### config.mk
export PLATFORM = sky130hd
export DESIGN_NAME = alu_seq
export DESIGN_NICKNAME = d
export VERILOG_FILES = /design/src/rtl/alu_seq.sv
export SDC_FILE = /design/constraint.sdc
export NUM_CORES = 1
export LEC_CHECK = 0
export CORE_UTILIZATION = 63
export CTS_CLUSTER_SIZE = 8
export DETAILED_ROUTE_END_ITERATION = 8
export PLACE_DENSITY_LB_ADDON = 0.15
export SYNTH_ARGS = -nofsm -noshare
export SYNTH_HDL_FRONTEND = slang
export SYNTH_SLANG_ARGS = --single-unit
### constraint.sdc
create_clock -name clk -period 7.9 [get_ports clk]
set_input_delay 1.975 -clock clk [delete_from_list [all_inputs] [get_ports clk]]
set_output_delay 1.975 -clock clk [all_outputs]
set_load 0.005 [all_outputs]
### src/rtl/alu_seq.sv
// Sequential ALU: single-cycle add/sub/logic ops plus a WIDTH-cycle shift-add multiplier.
// Optional Z/C flag registers are built only when ALU_SEQ_FLAGS_EN is defined.
module alu_seq #(
    parameter int WIDTH = 8
) (
    input  logic                 clk,
    input  logic                 rst,
    input  logic                 start,
    input  logic [WIDTH-1:0]     A,
    input  logic [WIDTH-1:0]     B,
    input  logic [2:0]           OP,
    output logic [2*WIDTH-1:0]   R,
    output logic                 busy,
    output logic                 done,
    output logic                 Z,
    output logic                 C
);

    localparam int RW = 2 * WIDTH;
    localparam int CW = $clog2(WIDTH + 1);

    localparam logic [2:0] OP_ADD = 3'b000;
    localparam logic [2:0] OP_SUB = 3'b001;
    localparam logic [2:0] OP_MUL = 3'b010;
    localparam logic [2:0] OP_NOT = 3'b011;
    localparam logic [2:0] OP_AND = 3'b100;
    localparam logic [2:0] OP_OR  = 3'b101;
    localparam logic [2:0] OP_XOR = 3'b110;

    typedef enum logic [1:0] {
        IDLE = 2'd0,
        EXEC = 2'd1,
        MUL  = 2'd2
    } state_t;

    state_t            state_q, state_d;
    logic [RW-1:0]     a_q, a_d;
    logic [WIDTH-1:0]  b_q, b_d;
    logic [2:0]        op_q, op_d;
    logic [RW-1:0]     acc_q, acc_d;
    logic [CW-1:0]     cnt_q, cnt_d;
    logic [RW-1:0]     r_q, r_d;
    logic              busy_q, busy_d;
    logic              done_q, done_d;
    logic [RW-1:0]     exec_res;
    logic [RW-1:0]     mul_step;

`ifdef ALU_SEQ_FLAGS_EN
    logic              z_q, z_d;
    logic              c_q, c_d;
`endif

    function automatic logic [RW-1:0] alu_exec(
        input logic [WIDTH-1:0] a,
        input logic [WIDTH-1:0] b,
        input logic [2:0]       op
    );
        logic [RW-1:0] ax;
        logic [RW-1:0] bx;
        ax = {{WIDTH{1'b0}}, a};
        bx = {{WIDTH{1'b0}}, b};
        case (op)
            OP_ADD:  alu_exec = ax + bx;
            OP_SUB:  alu_exec = ax - bx;
            OP_NOT:  alu_exec = {{WIDTH{1'b0}}, ~a};
            OP_AND:  alu_exec = ax & bx;
            OP_OR:   alu_exec = ax | bx;
            OP_XOR:  alu_exec = ax ^ bx;
            default: alu_exec = '0;
        endcase
    endfunction

    assign exec_res = alu_exec(a_q[WIDTH-1:0], b_q, op_q);
    // a_q doubles as the left-shifting multiplicand; b_q shifts right to expose the next multiplier bit
    assign mul_step = acc_q + (b_q[0] ? a_q : '0);

    always_comb begin
        state_d = state_q;
        a_d     = a_q;
        b_d     = b_q;
        op_d    = op_q;
        acc_d   = acc_q;
        cnt_d   = cnt_q;
        r_d     = r_q;
        busy_d  = busy_q;
        done_d  = 1'b0;
`ifdef ALU_SEQ_FLAGS_EN
        z_d     = z_q;
        c_d     = c_q;
`endif
        case (state_q)
            IDLE: begin
                if (start) begin
                    a_d     = {{WIDTH{1'b0}}, A};
                    b_d     = B;
                    op_d    = OP;
                    acc_d   = '0;
                    cnt_d   = '0;
                    busy_d  = 1'b1;
                    state_d = (OP == OP_MUL) ? MUL : EXEC;
                end
            end
            EXEC: begin
                r_d     = exec_res;
                done_d  = 1'b1;
                busy_d  = 1'b0;
                state_d = IDLE;
`ifdef ALU_SEQ_FLAGS_EN
                z_d = (exec_res == '0);
                if (op_q == OP_ADD) begin
                    c_d = exec_res[WIDTH];
                end else if (op_q == OP_SUB) begin
                    c_d = (a_q[WIDTH-1:0] < b_q);
                end else begin
                    c_d = 1'b0;
                end
`endif
            end
            MUL: begin
                acc_d = mul_step;
                a_d   = a_q << 1;
                b_d   = b_q >> 1;
                cnt_d = cnt_q + CW'(1);
                if (cnt_q == CW'(WIDTH - 1)) begin
                    r_d     = mul_step;
                    done_d  = 1'b1;
                    busy_d  = 1'b0;
                    state_d = IDLE;
`ifdef ALU_SEQ_FLAGS_EN
                    z_d = (mul_step == '0);
                    c_d = 1'b0;
`endif
                end
            end
            default: begin
                state_d = IDLE;
                busy_d  = 1'b0;
            end
        endcase
    end

    always_ff @(posedge clk or posedge rst) begin
        if (rst) begin
            state_q <= IDLE;
            a_q     <= '0;
            b_q     <= '0;
            op_q    <= '0;
            acc_q   <= '0;
            cnt_q   <= '0;
            r_q     <= '0;
            busy_q  <= 1'b0;
            done_q  <= 1'b0;
`ifdef ALU_SEQ_FLAGS_EN
            z_q     <= 1'b0;
            c_q     <= 1'b0;
`endif
        end else begin
            state_q <= state_d;
            a_q     <= a_d;
            b_q     <= b_d;
            op_q    <= op_d;
            acc_q   <= acc_d;
            cnt_q   <= cnt_d;
            r_q     <= r_d;
            busy_q  <= busy_d;
            done_q  <= done_d;
`ifdef ALU_SEQ_FLAGS_EN
            z_q     <= z_d;
            c_q     <= c_d;
`endif
        end
    end

    assign R    = r_q;
    assign busy = busy_q;
    assign done = done_q;

`ifdef ALU_SEQ_FLAGS_EN
    assign Z = z_q;
    assign C = c_q;
`else
    assign Z = 1'b0;
    assign C = 1'b0;
`endif

endmodule

==> results.yml, run 1 <==
logic_synthesis:
  ys_seq_elements: 67
  yosysTopAreaCellShare_pct: 34.41
  async_flop_share_pct: 100.0
  synth_edf_count: 0
  synth.distinct_cells: 58
  yosysSeqAreaShare_pct: 34.41
  syn_avg_cell_area_um2: 8.488
  synthCells: 574
  syn_area_um2: 4872
  yosysWarnings: 0
  synth-main-ff-cell: "dfrtp_1"
  synth_area_leaders: "dfrtp_1 (34%), ha_1 (12%), nand2_1 (6.2%)"
  synth_top_area_cell: "dfrtp_1"
route:
  wl_met3_um: 694
  vias: 4319
  wire_per_inst_um: 16.87
  dr.first_iter.drc_count: 363
  drcViolationCount: 0
  highest_layer: "met4"
  dr_wl_met2_um: 5453
  dr.pass1.iters: 5
  ant_nets: 0
  vias_per_cell: 6.205
  postRouteWirelength_um: 11740
  wl_met1_um: 5356
cts:
  path_clk_slew_ns: 0.08
  htreeDepth: 3
  clk_latency_ns: 0.35
  cts_buffer_depth: 2
  cts_buffers: 9
  postCtsSetupBuffers: 0
  hold_buffers: 0
  cts-root-buf: "clkbuf_8"
  clock-sinks: 67
  cts_resized: 0
  cts_tree: "built"
timing:
  setup_violations: 0
  fin_skew_ns: 0.009255
  fin_crit_sh_pct: 46.91
  fin_crit_ns: 3.706
  grt_setup_unrepaired: "no"
  worst_pin_slew_ns: 0.9874
  slew_viol_final: 0
  timing_hold_violations_final: 0
  fmax_mhz: 269.8
  max-slew-margin-rel_pct: 34.17
  tns_ns: 0
critical_path:
  cp_slowest_stage_delay_ns: 0.58
  path_cells: "clkdlybuf4s50_1 -> nand2_1 -> a21boi_4 -> buf_4 -> mux2_2"
  cpMaxStageDelayCell: "buf_4"
  critPathCaptureType: "register"
  crit_fanout: 81
  worstPathRequired_ns: 8.14
  arrival_ns: 3.94
  path_class: "input pin to register"
  startpoint_type: "input pin"
job:
  cap_violations: 0
power_and_ir_drop:
  ir_worst_vdd_mv: 0.2294
  p_leak_uw: 0.002455
  p_per_area_nw_per_um2: 358.4
place:
  portBuffers: 39
  gp_congestion: 0.9133
  placed_cell_area_um2: 5278
  place_hpwl_um: 8376
die:
  die_w_um: 89.94
  initial_core_util_pct: 66.11
  io_pins: 42
  rows: 31
  chipHeight_um: 89.94
  die-area_um2: 8089
  coreArea_um2: 7370
final_layout:
  regArea_um2: 1677
  multi_input_area_um2: 2944
  n_antenna_cell: 0
  fin_area_um2: 5473
  nNetsFinal: 662
  layout_common_cells: "nand2_1 (80), dfrtp_1 (67), o21ai_0 (55)"
  fillers: 578
  areaGrowthSynthToFinish_pct: 12.33
  final_common_cell: "nand2_1"
  drive_gt1_share_pct: 6.198
global_routing:
  grt_overflow: 0
  grt_pass1_vias: 4070
  grt_max_degree: 82
  track_usage_pct: 30.52
  grt_antenna_before_repair: 0
  grt_pass1_wl_um: 19720
run_status:
  outcome: "finished, final reports clean"
hold_path:
  holdCritPathClass: "register to register"
cell type report:
cell class	count	area share [%]
multi-input cells	440	53.80
well taps	99	2.263
inverters	32	2.195
repair buffers	42	7.545
clock buffers	12	2.652
flip-flops and latches	67	30.64
clock inverters	4	0.9145
worst max-delay path: cells and delay by family:
kind,cells,cell delay (ns)
compound gates,1,0.19
buf+inv,2,1.14
mux,1,0.40
simple gates,1,0.22
synth_stat cells (3+ instances only):
| cell type | instances |
|---|---|
| fa_1 | 3 |
| a211o_1 | 3 |
| o21ai_1 | 10 |
| o22ai_1 | 8 |
| a21o_1 | 10 |
| o21ai_0 | 55 |
| o31ai_1 | 8 |
| mux2i_1 | 24 |
| nor3_1 | 10 |
| a211oi_1 | 4 |
| xnor2_1 | 12 |
| nand4_1 | 4 |
| nor2b_1 | 6 |
| a221oi_1 | 3 |
| a21oi_1 | 34 |
| ha_1 | 45 |
| dfrtp_1 | 67 |
| nand2b_1 | 5 |
| and2_1 | 7 |
| a31oi_1 | 10 |
| nand2_1 | 80 |
| nor2_1 | 39 |
| buf_1 | 4 |
| inv_1 | 31 |
| clkbuf_1 | 25 |
| buf_2 | 5 |
| xor2_1 | 7 |
| o211ai_1 | 6 |
| nand3_1 | 7 |
| mux2_2 | 7 |
cells by family (layout without fill, tap and decap cells):
family	count (synthesis)	count (layout)	synth area share, %
buffers and inverters	68	90	5.521
muxes	31	31	6.549
adders and majority gates	48	48	12.79
other	1	2	0.07697
DFF	67	67	34.41
xor gates and xnor gates	19	19	3.416
AOI/OAI and AO/OA	171	171	21.88
and+or+nand+nor	169	169	15.36
registers in the layout, indices dropped and copies added, names as in the netlist, 2 cells and up:
signal / cells
acc_q: 16
a_q: 16
b_q: 8
op_q: 3
cnt_q: 4
R: 16
state_q: 2
where the power goes:
group	leakage [µW]	internal (µW)	switching [µW]
logic	0.00150	467	592
registers	0.000866	443	165
clock network	0.0000926	154	141
total	0.00246	1060	897
metrics by stage:
stage | util (%) | setup WS (ns) | hold WS (ns) | std cells | power, µW
global route | 74.26 | 4.016 | 0.5278 | 696 | 2096
global placement | 71.61 | 3.885 | 0.4654 | 680 | 1610
floorplan | - | 4.242 | 0.4497 | 575 | 1313
finish | 74.26 | 4.194 | 0.4881 | 696 | 1961
CTS | 74.26 | 4.214 | 0.4947 | 696 | 1945
detailed placement | 71.61 | 3.833 | 0.4770 | 680 | 1649
routing by layer:
layer | track usage [%] | up-vias
met2 | 47.50 | 168
li1 | - | 2052
met3 | 3.807 | 24
met1 | 43.20 | 2075
met5 | 0 | -
met4 | 12.63 | 0
final timing paths:
kind | start | to | slack, ns | depth (start not counted)
worst max-delay path | start | acc_q[6] | 4.19 | 5
worst max register to register | b_q[0] | R[15] | 4.66 | 10
worst min register to register | acc_q[13] | acc_q[13] | 0.49 | 2
worst min-delay path | acc_q[13] | acc_q[13] | 0.49 | 2
max in group asynchronous | rst | b_q[1] | 5.15 | 3
min in group asynchronous | rst | R[15] | 2.20 | 3
(Power assumes the default switching activity.)
==> inputs of run 2 (changes only) <==
Settings changed: CORE_UTILIZATION 63 to 59.
Clock period 7.9 ns to 3.7 ns, I/O delays scaled along.
==> results.yml, run 2 (same netlist as run 1, synthesis figures left out) <==
global_routing:
  met2_usage_pct: 47.18
  track_usage_pct: 29.18
  grt_pass1_vias: 4027
  grt_overflow: 0
  grt_antenna_before_repair: 0
  grt_use_met3_pct: 3.695
  grt_pass1_wl_um: 19670
  grt_util_met1_pct: 40.06
  grt_max_degree: 43
  grt_most_used_layer: "met2"
timing:
  fin_crit_ns: 2.987
  fmax_mhz: 334.7
  tns_ns: 0
  fin_ws_ns: 0.7125
  setup_violations: 0
  fin_crit_sh_pct: 80.74
  slew_viol_final: 0
  holdWs_ns: 0.4880
  grt_setup_unrepaired: "no"
  fin_skew_ns: 0.01060
  max-slew-margin-rel_pct: 35.80
  worst_pin_slew_ns: 0.9631
  timing_hold_violations_final: 0
critical_path:
  worstPathRequired_ns: 3.92
  startpoint: "b_q[0]"
  r2r-start: "b_q[0]"
  critPathCaptureType: "register"
  path_cells: "clkinv_1 -> nor2_1 -> ha_1 -> a21o_1 -> a311oi_2 -> o21ai_1 -> a31oi_1 -> xor2_1 -> o31ai_1"
  path_class: "register to register"
  r2r_slack_ns: 0.71
  arrival_ns: 3.20
  startpoint_type: "register"
  crit_fanout: 13
  rr_endpoint: "acc_q[9]"
  endpoint: "acc_q[9]"
  cpMaxStageDelayCell: "dfrtp_1"
  cp_slowest_stage_delay_ns: 0.57
  rr_worst_depth: 9
power_and_ir_drop:
  switching_share_pct: 45.41
  p_leak_uw: 0.002482
  seq_power_share_pct: 31.1
  p_sw_uw: 1871
  power.internal_uw: 2249
  combPwrFrac_pct: 55.1
  p_per_area_nw_per_um2: 745.9
  p_clk_share_pct: 13.8
  ir_worst_vdd_mv: 0.6280
cts:
  cts-root-buf: "clkbuf_8"
  path_clk_slew_ns: 0.08
  cts_tree: "built"
  hold_buffers: 0
  clk_latency_ns: 0.35
  clock-sinks: 67
  htreeDepth: 3
  postCtsSetupBuffers: 0
  cts_buffer_depth: 2
  cts_resized: 0
  cts_buffers: 9
route:
  vias: 4166
  ant_nets: 0
  wire_per_inst_um: 16.68
  postRouteWirelength_um: 11740
  drcViolationCount: 0
  vias_per_cell: 5.918
  dr.first_iter.drc_count: 307
  dr.pass1.iters: 6
die:
  chipHeight_um: 92.88
  die_w_um: 92.88
  rows: 32
  io_pins: 42
  coreArea_um2: 7848
  die-area_um2: 8626
  initial_core_util_pct: 62.09
place:
  portBuffers: 39
  place_ws_ns: 0.7649
  gp_congestion: 0.8754
  dp_cells: 688
  place_hpwl_um: 8549
hold_path:
  holdCritPathClass: "register to register"
job:
  cap_violations: 0
final_layout:
  drive_gt1_share_pct: 7.143
  multi_input_area_um2: 2944
  fillers: 661
  nNetsFinal: 667
  final_cells: 704
  regArea_um2: 1677
  areaGrowthSynthToFinish_pct: 13.38
  layout_common_cells: "nand2_1 (80), dfrtp_1 (67), o21ai_0 (55)"
  final_common_cell: "nand2_1"
  n_antenna_cell: 0
run_status:
  outcome: "finished, final reports clean"
[run 2: changes by cell type in the layout (fill, tap and decap cells not counted)]
cell / delta
buf_12: +2
bufinv_16: -1
buf_4: +3
clkbuf_1: -1
clkinv_2: +1
clkbuf_8: +1
[run 2: how the worst min path moves through the flow]
stage,from,to,slack [ns],depth (start not counted)
after floorplan,a_q[15],a_q[15],0.45,2
after global placement,acc_q[13],acc_q[13],0.47,2
after detailed placement,a_q[15],a_q[15],0.48,2
after CTS,a_q[15],a_q[15],0.49,2
after global routing,a_q[15],a_q[15],0.52,2
final,a_q[15],a_q[15],0.49,2
[run 2: final cells by class]
type | instances | share of cell area (%)
flip-flops and latches | 67 | 30.35
clock buffers | 12 | 2.809
clock inverters | 4 | 0.4530
inverters | 32 | 2.174
multi-input cells | 440 | 53.30
repair buffers | 47 | 8.607
well taps | 102 | 2.310
[run 2: stage by stage]
step                      total power [µW]  cell area (µm²)  utilization [%]
after detailed placement              3530             5344            68.10
after global placement                3466             5344            68.10
after floorplan                       2803             4876                -
final                                 4121             5524            70.39
after CTS                             4101             5524            70.39
after global routing                  4460             5524            70.39
[run 2: metal layers]
metal  vias up  part of all wire [%]
met3        16                   5.1
met2       130                    47
met4         0                   1.8
li1       2055                     -
met5         -                     0
met1      1965                    46
[run 2: worst max-delay path, delay by kind of cell, from the launching register on]
kind	cells	cell delay (ns)
AOI/OAI and AO/OA	5	1.19
DFF	1	0.57
buffers and inverters	1	0.32
adders and majority gates	1	0.32
xor gates and xnor gates	1	0.25
and+or+nand+nor	1	0.21
[run 2: power groups by stage]
stage	clock [µW]	combinational, µW	sequential, µW
floorplan	0	1680	1120
detailed placement	0	2240	1290
finish	569	2270	1280
global route	607	2530	1320
global placement	0	2180	1280
CTS	573	2250	1280
==> inputs of run 3 (changes only) <==
Settings changed: CORE_UTILIZATION 59 to 53.
Clock period 3.7 ns to 2.5 ns, I/O delays scaled along.
==> results.yml, run 3 (same netlist as run 1, synthesis figures left out) <==
cts:
  path_clk_slew_ns: 0.07
  cts_buffers: 9
  cts_tree: "built"
  cts-root-buf: "clkbuf_8"
  clock-sinks: 67
  htreeDepth: 3
  cts_buffer_depth: 2
  clk_latency_ns: 0.34
power_and_ir_drop:
  power_uw: 6769
  p_per_area_nw_per_um2: 1122
  ir_worst_vdd_mv: 0.6576
  p_leak_uw: 0.002660
final_layout:
  fillers: 716
  layout_common_cells: "nand2_1 (80), dfrtp_1 (66), o21ai_0 (51)"
  areaGrowthSynthToFinish_pct: 23.78
  n_antenna_cell: 0
  drive_gt1_share_pct: 17.25
  final_common_cell: "nand2_1"
  nNetsFinal: 698
route:
  dr.pass1.iters: 7
  postRouteWirelength_um: 12870
  vias: 4379
  drcViolationCount: 4
  dr.first_iter.drc_count: 370
  vias_per_cell: 5.918
  ant_nets: 0
  wire_per_inst_um: 17.39
timing:
  grt_setup_unrepaired: "yes"
  tns_ns: 0
  max-slew-margin-rel_pct: 48.78
  fin_crit_ns: 2.477
  fmax_mhz: 403.8
  timing_hold_violations_final: 0
  setup_violations: 0
  slew_viol_final: 0
  worst_pin_slew_ns: 0.7683
  fin_crit_sh_pct: 99.06
  fin_ws_ns: 0.02346
  fin_skew_ns: 0.01129
job:
  cap_violations: 0
global_routing:
  grt_pass1_vias: 4084
  grt_max_degree: 82
  grt_overflow: 0
  track_usage_pct: 26.85
  grt_pass1_wl_um: 20400
  grt_antenna_before_repair: 0
die:
  coreArea_um2: 8806
  die_w_um: 97.88
  rows: 34
  initial_core_util_pct: 55.33
  io_pins: 42
  die-area_um2: 9580
  chipHeight_um: 97.88
critical_path:
  cp_slowest_stage_delay_ns: 0.44
  cpMaxStageDelayCell: "dfrtp_2"
  critPathCaptureType: "register"
  path_delay_family: "compound AO/OA/AOI/OAI gates"
  worstPathRequired_ns: 2.69
  crit_fanout: 8
  crit_buf_inv: 2
  arrival_ns: 2.67
  path_class: "register to register"
  startpoint_type: "register"
  path_cells: "buf_4 -> buf_6 -> and2_4 -> ha_4 -> nand4_1 -> o21ai_1 -> a31oi_2 -> o31ai_4 -> a221oi_2 -> xnor2_1 -> o22ai_1"
place:
  place_hpwl_um: 9085
  gp_congestion: 0.9012
  portBuffers: 39
  place_ws_ns: -0.1402
run_status:
  violations: "DRC"
  outcome: "complete, but fails checks"
hold_path:
  holdCritPathClass: "register to register"
## run 3: cell types whose count changed in the layout (fill, tap and decap cells not counted), moves of 5 or more
cell	previous run	this run
ha_4	0	6
a21oi_1	34	28
a21oi_2	0	5
buf_4	6	31
ha_1	44	35
## run 3: what timing repair did
action,in CTS,in global routing
hold buffers,0,0
endpoints found under the setup margin,12,17
gates resized for setup,8,42
gates cloned,0,0
pin swaps,2,16
setup buffers,2,6
## run 3: per-stage QoR
step           hold WS, ns  cells  instance area [µm²]  util [%]
2_1_floorplan       0.4497    575                 4885         -
3_3_place_gp        0.4660    718                 5577     63.33
3_5_place_dp        0.4706    718                 5577     63.33
4_1_cts             0.4866    735                 5824     66.14
5_1_grt             0.5292    740                 6031     68.49
6_report            0.4863    740                 6031     68.49
## run 3: worst paths after layout
| kind | start | end | slack, ns | depth (start not counted) |
|---|---|---|---|---|
| max | b_q[0] | R[15] | 0.02 | 11 |
| min | a_q[15] | a_q[15] | 0.49 | 2 |
| max reg2reg | b_q[0] | R[15] | 0.02 | 11 |
| min reg2reg | a_q[15] | a_q[15] | 0.49 | 2 |
| max in group asynchronous | rst | cnt_q[2] | 1.25 | 4 |
| min in group asynchronous | rst | acc_q[11] | 0.58 | 2 |
## run 3: worst register-to-register path: cells and delay by family (launching register included)
kind            cells  cell delay (ns)
compound gates      5             0.85
xor+xnor            1             0.19
fa+ha+maj           1             0.26
buf+inv             2             0.28
flops               1             0.44
simple gates        2             0.32
## run 3: layout make-up
| cell class | instances | area [µm²] | area share (%) |
|---|---|---|---|
| repair buffers | 78 | 757.0 | 12.55 |
| multi-input cells | 440 | 3143 | 52.12 |
| flip-flops and latches | 67 | 1678 | 27.82 |
| clock buffers | 11 | 141.4 | 2.344 |
| inverters | 32 | 125.1 | 2.075 |
| well taps | 108 | 135.1 | 2.241 |
| clock inverters | 4 | 51.30 | 0.8506 |
## run 3: power breakdown
| group | internal, µW | switching (µW) |
|---|---|---|
| Sequential | 1400 | 338 |
| Clock | 484 | 441 |
| Combinational | 1850 | 2260 |
## run 3: metal layers
metal	up-vias	wire length, µm	part of all wire (%)	GRT usage (%)
met5	-	0	0	0
met4	0	155	1.2	6.294
met3	13	675	5.2	4.939
met2	139	6161	48	44.04
met1	2111	5874	46	36.88
li1	2116	-	-	-
